[src/rtl/ureg_pkg.sv]
// Shared types for the universal register: operating-mode encoding and
// the shift-counter width helper used by the interface and the top.
package ureg_pkg;

  // Mode encoding as seen on the Mode port.
  typedef enum logic [1:0] {
    HOLD = 2'b00,
    LOAD = 2'b01,
    SHL  = 2'b10,
    SHR  = 2'b11
  } ureg_mode_e;

  // Counter width for a given register width. It never drops below one
  // bit, so WIDTH=2 still gets a usable counter.
  function automatic int ureg_cnt_w(input int width);
    return (width <= 2) ? 1 : $clog2(width);
  endfunction

  // Default counter width for the default 8-bit register.
  localparam int UREG_CNT_W_DEFAULT = 3;

endpackage

[src/rtl/universal_reg_if.sv]
// Signal bundle between the switch/key side (master) and the register
// (slave). Clock and reset stay as plain ports on the modules.
//
// Handshake: there is no valid/ready pair. En qualifies each rising edge:
// with En=1 the sampled Mode/D/SinL/SinR are consumed on that edge, and
// with En=0 the edge is ignored. The outputs are always valid. Q, ShCnt
// and Wrap show the result of the previous edge. SoutL and SoutR follow Q
// in the same cycle.
interface universal_reg_if
  import ureg_pkg::*;
#(
  parameter int WIDTH = 8
);
  localparam int CNT_W = ureg_cnt_w(WIDTH);

  logic             En;
  logic [1:0]       Mode;
  logic [WIDTH-1:0] D;
  logic             SinL;
  logic             SinR;
  logic [WIDTH-1:0] Q;
  logic             SoutL;
  logic             SoutR;
  logic [CNT_W-1:0] ShCnt;
  logic             Wrap;

  modport master (
    output En, Mode, D, SinL, SinR,
    input  Q, SoutL, SoutR, ShCnt, Wrap
  );

  modport slave (
    input  En, Mode, D, SinL, SinR,
    output Q, SoutL, SoutR, ShCnt, Wrap
  );

endinterface

[src/rtl/ureg_cell.sv]
// One storage bit of the universal register. A 4:1 next-state mux picks
// one of four sources: the bit itself, the parallel input, the lower
// neighbour (shift left) or the upper neighbour (shift right). The mux
// feeds an async-reset flop with its own reset value.
module ureg_cell
  import ureg_pkg::*;
#(
  parameter logic RESET_BIT = 1'b0
) (
  input  logic       clk,
  input  logic       rst_n,
  input  ureg_mode_e sel,
  input  logic       d_in,
  input  logic       shl_in,
  input  logic       shr_in,
  output logic       q
);

  logic q_d;
  logic q_q;

  // Next-state select; HOLD recirculates the current value.
  always_comb begin
    q_d = q_q;
    case (sel)
      HOLD:    q_d = q_q;
      LOAD:    q_d = d_in;
      SHL:     q_d = shl_in;
      SHR:     q_d = shr_in;
      default: q_d = q_q;
    endcase
  end

  // Storage flop; reset is asynchronous and takes effect without a clock.
  always_ff @(posedge clk or negedge rst_n) begin
    if (!rst_n) begin
      q_q <= RESET_BIT;
    end else begin
      q_q <= q_d;
    end
  end

  assign q = q_q;

endmodule

[src/rtl/universal_reg.sv]
// Edge-triggered universal register. It supports hold, parallel load,
// shift left and shift right, with serial ports at both ends. A shift
// counter runs modulo WIDTH and Wrap pulses for one cycle on every full
// WIDTH-bit shift.
//
// Build option: define UREG_ROTATE_EN to make both shift modes rotate.
// The bit leaving one end re-enters at the other, and SinL/SinR are
// ignored. Counter and Wrap behave the same, so Wrap then marks a full
// rotation.
module universal_reg
  import ureg_pkg::*;
#(
  parameter int               WIDTH     = 8,
  parameter logic [WIDTH-1:0] RESET_VAL = '0
) (
  input  logic            Clk,
  input  logic            Resetn,
  universal_reg_if.slave  io
);

  localparam int               CNT_W    = ureg_cnt_w(WIDTH);
  // Explicit terminal count so non-power-of-two widths wrap at WIDTH-1.
  localparam logic [CNT_W-1:0] CNT_LAST = CNT_W'(WIDTH - 1);

  ureg_mode_e       mode_eff;
  logic [WIDTH-1:0] q_bits;
  logic             shl_fill;
  logic             shr_fill;
  logic [CNT_W-1:0] cnt_d;
  logic [CNT_W-1:0] cnt_q;
  logic             wrap_d;
  logic             wrap_q;

  // En=0 collapses every mode to HOLD, so cells and counter see one mode.
  always_comb begin
    mode_eff = HOLD;
    if (io.En) begin
      mode_eff = ureg_mode_e'(io.Mode);
    end
  end

`ifdef UREG_ROTATE_EN
  // Rotation: the end bits feed each other, and the serial inputs go unused.
  logic unused_sin;
  assign unused_sin = io.SinL ^ io.SinR;
  assign shl_fill   = q_bits[WIDTH-1];
  assign shr_fill   = q_bits[0];
`else
  // Plain shift: the serial inputs fill the vacated end bit.
  assign shl_fill = io.SinL;
  assign shr_fill = io.SinR;
`endif

  // One cell per bit. Neighbour wiring turns the per-bit mux into a shift.
  for (genvar i = 0; i < WIDTH; i++) begin : g_bit
    logic shl_in;
    logic shr_in;

    if (i == 0) begin : g_shl_end
      assign shl_in = shl_fill;
    end else begin : g_shl_mid
      assign shl_in = q_bits[i-1];
    end

    if (i == WIDTH - 1) begin : g_shr_end
      assign shr_in = shr_fill;
    end else begin : g_shr_mid
      assign shr_in = q_bits[i+1];
    end

    ureg_cell #(
      .RESET_BIT (RESET_VAL[i])
    ) u_cell (
      .clk    (Clk),
      .rst_n  (Resetn),
      .sel    (mode_eff),
      .d_in   (io.D[i]),
      .shl_in (shl_in),
      .shr_in (shr_in),
      .q      (q_bits[i])
    );
  end

  // Shift counter: both shift directions increment, a load clears it, and
  // hold keeps it. Wrap is set only on the shift edge that rolls it over.
  always_comb begin
    cnt_d  = cnt_q;
    wrap_d = 1'b0;
    case (mode_eff)
      LOAD: begin
        cnt_d = '0;
      end
      SHL, SHR: begin
        if (cnt_q == CNT_LAST) begin
          cnt_d  = '0;
          wrap_d = 1'b1;
        end else begin
          cnt_d = cnt_q + CNT_W'(1);
        end
      end
      default: begin
        cnt_d = cnt_q;
      end
    endcase
  end

  // Counter and Wrap flops share the register's asynchronous reset.
  always_ff @(posedge Clk or negedge Resetn) begin
    if (!Resetn) begin
      cnt_q  <= '0;
      wrap_q <= 1'b0;
    end else begin
      cnt_q  <= cnt_d;
      wrap_q <= wrap_d;
    end
  end

  assign io.Q     = q_bits;
  assign io.SoutL = q_bits[WIDTH-1];
  assign io.SoutR = q_bits[0];
  assign io.ShCnt = cnt_q;
  assign io.Wrap  = wrap_q;

endmodule

[src/flat_wrapper.sv]
// flat-port wrapper written by rule: the top's interface ports become plain ports
module universal_reg_flat import ureg_pkg::*;
#(
  parameter int               WIDTH     = 8,
  parameter logic [WIDTH-1:0] RESET_VAL = '0
)
  (Clk, Resetn, io_En, io_Mode, io_D, io_SinL, io_SinR, io_Q, io_SoutL, io_SoutR, io_ShCnt, io_Wrap);
  universal_reg_if #(.WIDTH(WIDTH)) io_i ();
  input  logic Clk;
  input  logic Resetn;
  input wire logic [$bits(io_i.En)-1:0] io_En;
  input wire logic [$bits(io_i.Mode)-1:0] io_Mode;
  input wire logic [$bits(io_i.D)-1:0] io_D;
  input wire logic [$bits(io_i.SinL)-1:0] io_SinL;
  input wire logic [$bits(io_i.SinR)-1:0] io_SinR;
  output wire logic [$bits(io_i.Q)-1:0] io_Q;
  output wire logic [$bits(io_i.SoutL)-1:0] io_SoutL;
  output wire logic [$bits(io_i.SoutR)-1:0] io_SoutR;
  output wire logic [$bits(io_i.ShCnt)-1:0] io_ShCnt;
  output wire logic [$bits(io_i.Wrap)-1:0] io_Wrap;
  assign io_i.En = io_En;
  assign io_i.Mode = io_Mode;
  assign io_i.D = io_D;
  assign io_i.SinL = io_SinL;
  assign io_i.SinR = io_SinR;
  assign io_Q = io_i.Q;
  assign io_SoutL = io_i.SoutL;
  assign io_SoutR = io_i.SoutR;
  assign io_ShCnt = io_i.ShCnt;
  assign io_Wrap = io_i.Wrap;
  universal_reg #(.WIDTH(WIDTH), .RESET_VAL(RESET_VAL)) u_core (.Clk(Clk), .Resetn(Resetn), .io(io_i));
endmodule
[config.mk]
export PLATFORM = sky130hd
export DESIGN_NAME = universal_reg_flat
export DESIGN_NICKNAME = d
export VERILOG_FILES = /design/src/rtl/ureg_pkg.sv /design/src/rtl/universal_reg_if.sv /design/src/rtl/ureg_cell.sv /design/src/rtl/universal_reg.sv /design/src/flat_wrapper.sv
export SDC_FILE = /design/constraint.sdc
export NUM_CORES = 1
export LEC_CHECK = 0
export CORE_MARGIN = 2
export CORE_UTILIZATION = 44
export CTS_CLUSTER_SIZE = 40
export DETAILED_ROUTE_END_ITERATION = 8
export GPL_TIMING_DRIVEN = 0
export PLACE_DENSITY = 0.87
export RECOVER_POWER = 50
export SLEW_MARGIN = 5
export SYNTH_ARGS = -nofsm -noshare
export SYNTH_HDL_FRONTEND = slang
export SYNTH_SLANG_ARGS = --single-unit
[constraint.sdc]
create_clock -name Clk -period 1.5 [get_ports Clk]
set_input_delay 0.3 -clock Clk [delete_from_list [all_inputs] [get_ports Clk]]
set_output_delay 0.3 -clock Clk [all_outputs]
set_load 0.1 [all_outputs]
# Yosys cells after proc, flatten, opt, wreduce, memory -nomap -nowiden
# Index checks and enable logic that the tools add are counted.
# word_totals
ff_bits	12
out_inout_bits	14
wordCells	31
# op_classes
add_sub_neg	1
eq_ne	4
muxes	13
reduce_logical	3
# ops
op	count
1-bit one-hot mux with 3 select lines	8
3-bit one-hot mux with 2 select lines	1
2-bit == test, second input constant	2
3-bit by 1-bit adder with 3-bit output, second input constant	1
3-bit == test, second input constant	1
3-bit 2-to-1 mux	1
2-bit by 1-bit == test with 1-bit output, second input constant	1
2-bit zero test	1
1-bit 2-to-1 mux	2
2-bit 2-to-1 mux	1
2-bit nonzero test	1
2-bit OR reduction	1

# Logic depth before layout (Yosys ltp)
# depth
ltp_word	4
ltp_mapped	4
mapped_depth_nobuf	4

# By module
# From an unflattened synthesis, not the netlist that was laid out.
# unflattened
cells_unflattened	39
hier_area_um2	636.9
# by_module_without_submodules
module	instances	cells_each	area_per_inst_um2
ureg_cell	8	2	47.5
universal_reg	1	23	256.5

# Worst setup path before layout
# Ideal clock, no wire load.
# synth_timing
path_type	reg-to-reg
startpoint	register u_core.cnt_q[0], in the netlist u_core.io.ShCnt[0]
endpoint	register u_core.cnt_q[2], in the netlist u_core.io.ShCnt[2]
setup_time_ns	0.123
arrival_time_ns	1.627
slack_ns	-0.250
path_stages_with_launch	4
n_path_buf	0
period_less_slack_ns	1.750
cell_sequence	dfrtp_1 -> ha_1 -> ha_1 -> a32o_1
# synth_via
elab_chain_len	3
elab_cells_between_ends	4
# synth_rtl
element	line_no	rtl
start: declaration	universal_reg.sv:30	logic [CNT_W-1:0] cnt_q;
start signal: assignment	universal_reg.sv:113	cnt_q <= cnt_d;
3-bit by 1-bit adder with 3-bit output / 3-bit == test (equally long branches)	universal_reg.sv:98, universal_reg.sv:94	
3-bit 2-to-1 mux (*)	universal_reg.sv:94	if (cnt_q == CNT_LAST) begin
3-bit one-hot mux with 2 select lines (*)	universal_reg.sv:89	case (mode_eff)
# Mark *: on every way between the ends. The rest lies on a longest branch, timed or not.
# A chain may end at the register's enable or synchronous reset.

# Worst setup path in the final report
# layout_timing
startpoint	register u_core.wrap_q, in the netlist u_core.io.Wrap
endpoint	output io_Wrap
# layout_rtl
element	line_no	rtl
start: declaration	universal_reg.sv:32	logic wrap_q;
start signal: assignment	universal_reg.sv:114	wrap_q <= wrap_d;
end: declaration	flat_wrapper.sv:20	output wire logic [$bits(io_i.Wrap)-1:0] io_Wrap;
# No word-level cell between the ends.

==> results.ini <==
[synth]
yosys.area.top_type=dfrtp_1
synth_commonest_cells=12 x dfrtp_1, 10 x buf_4, 9 x inv_1, 9 x mux2i_1, 8 x a221oi_2
synthFlopType=dfrtp_1
avgSynthCellArea_um2=12.2
synthesis.area_um2=828
syn-instance-count=68
ys_seq_elements=12
synthArstFlopShare_pct=100
synth_warnings=0
yosys-top-cells-area=dfrtp_1 36%, a221oi_2 15%, mux2i_1 11%
synth_top_area_share_pct=36.3
yosysMostFrequentCell=dfrtp_1
synth_edf_count=0
yosysSeqAreaShare_pct=36.3
ys_types=16
synth_fp_nets=85

[critical_path]
critPathMaxStageDelay_ps=540
worst_setup_path_end_kind=output port
worstPathCellList=clkdlybuf4s15_2
cp_top_family=buffers and inverters
critPathLaunchType=flop
worstPathBufferInverterCount=1
slowest_stage=clkdlybuf4s15_2
required_ps=1200
crit_fanout=1
crit_type=reg -> out
cp.arrival_ps=1140
cp_num_cells=1
r2r_cells=4

[placement]
place_congestion=0.793
hpwl_um=1290
pre_cts_ws_ps=-428
dp.cells=121
port_buffers=28

[drt]
vias=634
drtPass1Iterations=4
avgRoutedWirePerCell_um=14.0
first_iter_violations=5
drt_wl_total_um=1760
via_per_inst=5.07
detail-route-antenna-nets=0
drc=0

[floorplanning]
dieWidth_um=47.4
die_y_um=47.4
dieArea_mm2=0.00225
pin_count=29
rows=15
core_area_mm2=0.00175
start_util_pct=47.5

[global_route]
grt_pass1_wl_um=2640
grt_max_degree=13
use_met3_pct=2.31
grt_remaining_overflow=0
met2_usage_pct=27.3
grt_busiest_layer=met2
grtUsageTotal_pct=17.0
grt_pass1_vias=578
met1_usage_pct=22.7
antenna_found_initial=0

[timing]
fin_ws_ps=61.2
hold_viol=0
max_clock_freq_mhz=695
timing.final.crit_share_pct=95.9
slew_violations=0
tightest_slew_ps=576
tns_ps=0
rsz0062_at_grt=no
period_minus_slack_ps=1440
setup_viol=0
whs_ps=461
max_slew_margin_pct=61.4
fin_skew_ps=4.29

[final_layout]
utilization_pct=63.8
area_growth_syn_to_layout_pct=34.4
fillCellCount=146
drive_gt1_share_pct=46.0
fin_nets=118
instances_no_fill=125
antenna_cells=0

[min_path]
min_path_type=in -> async

[power_and_ir_drop]
switching_power_mw=0.785
pwr_density_cell_mw_per_mm2=1390
seqPwrFrac_pct=28.4
peakVddDrop_mv=0.686
p_sw_share_pct=50.6
p_int_mw=0.766
pwr-share-comb_pct=54.9
pwr-share-clk_pct=16.7
p_leak_nw=0.533

[clock_tree]
cts.sinks=12
cts_buffer_depth=2
cts_inserted_buffers=3
post_cts_resized=69
cts_hold_buf=0
clk_pin_slew_worst_paths_ps=80
cts-root-buf=clkbuf_4
h-tree-depth=1
clock_latency_ps=270
cts_setup_buffers=0
tritoncts=yes

[status]
status=finished clean

[flow_run]
cap_violations=0

==> cells by family after synthesis <==
group	after synthesis	share of synthesized area [%]
multiplexers	9	10.9
AO/OA/AOI/OAI	12	19.6
buffers and inverters	22	17.2
adder cells (fa/ha/maj)	2	3.02
AND/OR/NAND/NOR	11	13.0
flip-flops	12	36.3
==> stage by stage <==
| step | total power [mW] | area, um2 |
|---|---|---|
| finish | 1.55 | 1110 |
| global route | 1.61 | 1110 |
| CTS | 1.58 | 1140 |
| detailed placement | 1.35 | 1150 |
| global placement | 1.34 | 1150 |
| floorplan | 1.14 | 835 |
==> cell type report <==
| cell class | count | area (um2) | share of cell area [%] |
|---|---|---|---|
| timing repair buffer | 28 | 236 | 21.2 |
| buffer | 13 | 103 | 9.21 |
| inverter | 9 | 33.8 | 3.03 |
| multi-input combinational | 34 | 367 | 32.9 |
| tap | 25 | 31.3 | 2.81 |
| sequential | 12 | 307 | 27.5 |
| clock buffer | 4 | 36.3 | 3.26 |
==> final timing paths <==
check	slack (ps)	to	startpoint
max	60	io_Wrap	u_core.io.Wrap$_DFF_PN0_
min	460	u_core.g_bit[2].u_cell.q$_DFFE_PN0P_	Resetn
max reg2reg	260	u_core.io.ShCnt[1]$_DFFE_PN0P_	u_core.io.ShCnt[0]$_DFFE_PN0P_
min reg2reg	490	u_core.io.ShCnt[0]$_DFFE_PN0P_	u_core.io.ShCnt[0]$_DFFE_PN0P_
max in group asynchronous	630	u_core.g_bit[7].u_cell.q$_DFFE_PN0P_	Resetn
min in group Clk	490	u_core.io.ShCnt[0]$_DFFE_PN0P_	u_core.io.ShCnt[0]$_DFFE_PN0P_
==> layout by cell type, fill, tap and decap left out <==
cell and count:
and3_2 1, ha_1 2, a221oi_2 5, dfrtp_2 5, a32o_1 1, buf_6 2
clkdlybuf4s50_1 13, o21ai_4 1, a221oi_1 3, clkbuf_4 6, nor4bb_1 6, o2bb2ai_1 1
and4bb_2 2, clkbuf_2 1, clkdlybuf4s15_2 1, mux2i_1 9, buf_2 5, dlygate4sd3_1 1
dfrtp_1 7, o21a_1 1, and2_2 1, clkbuf_8 1, buf_4 15, nand3b_1 1
inv_1 9
==> flip-flops by register name (all words and copies together), names as in the netlist <==
name / cells
u_core.io.Wrap: 1
u_core.g_bit.u_cell.q: 8
u_core.io.ShCnt: 3
==> layer usage <==
layer / vias to the layer above / wire length, um / part of all wire (%)
li1: 309 / - / -
met1: 298 / 767 / 44
met2: 25 / 859 / 49
met3: 2 / 109 / 6.2
met4: 0 / 19 / 1.1
met5: - / 0 / 0
==> power groups by stage <==
stage                     combinational, mW  sequential [mW]  clock [mW]
after global routing                  0.887            0.448       0.278
after CTS                             0.874            0.441       0.266
final                                 0.852            0.441       0.259
after detailed placement              0.908            0.446           0
after floorplan                       0.511            0.632           0
after global placement                0.896            0.443           0
No activity file was read; power rests on OpenSTA's default activity.
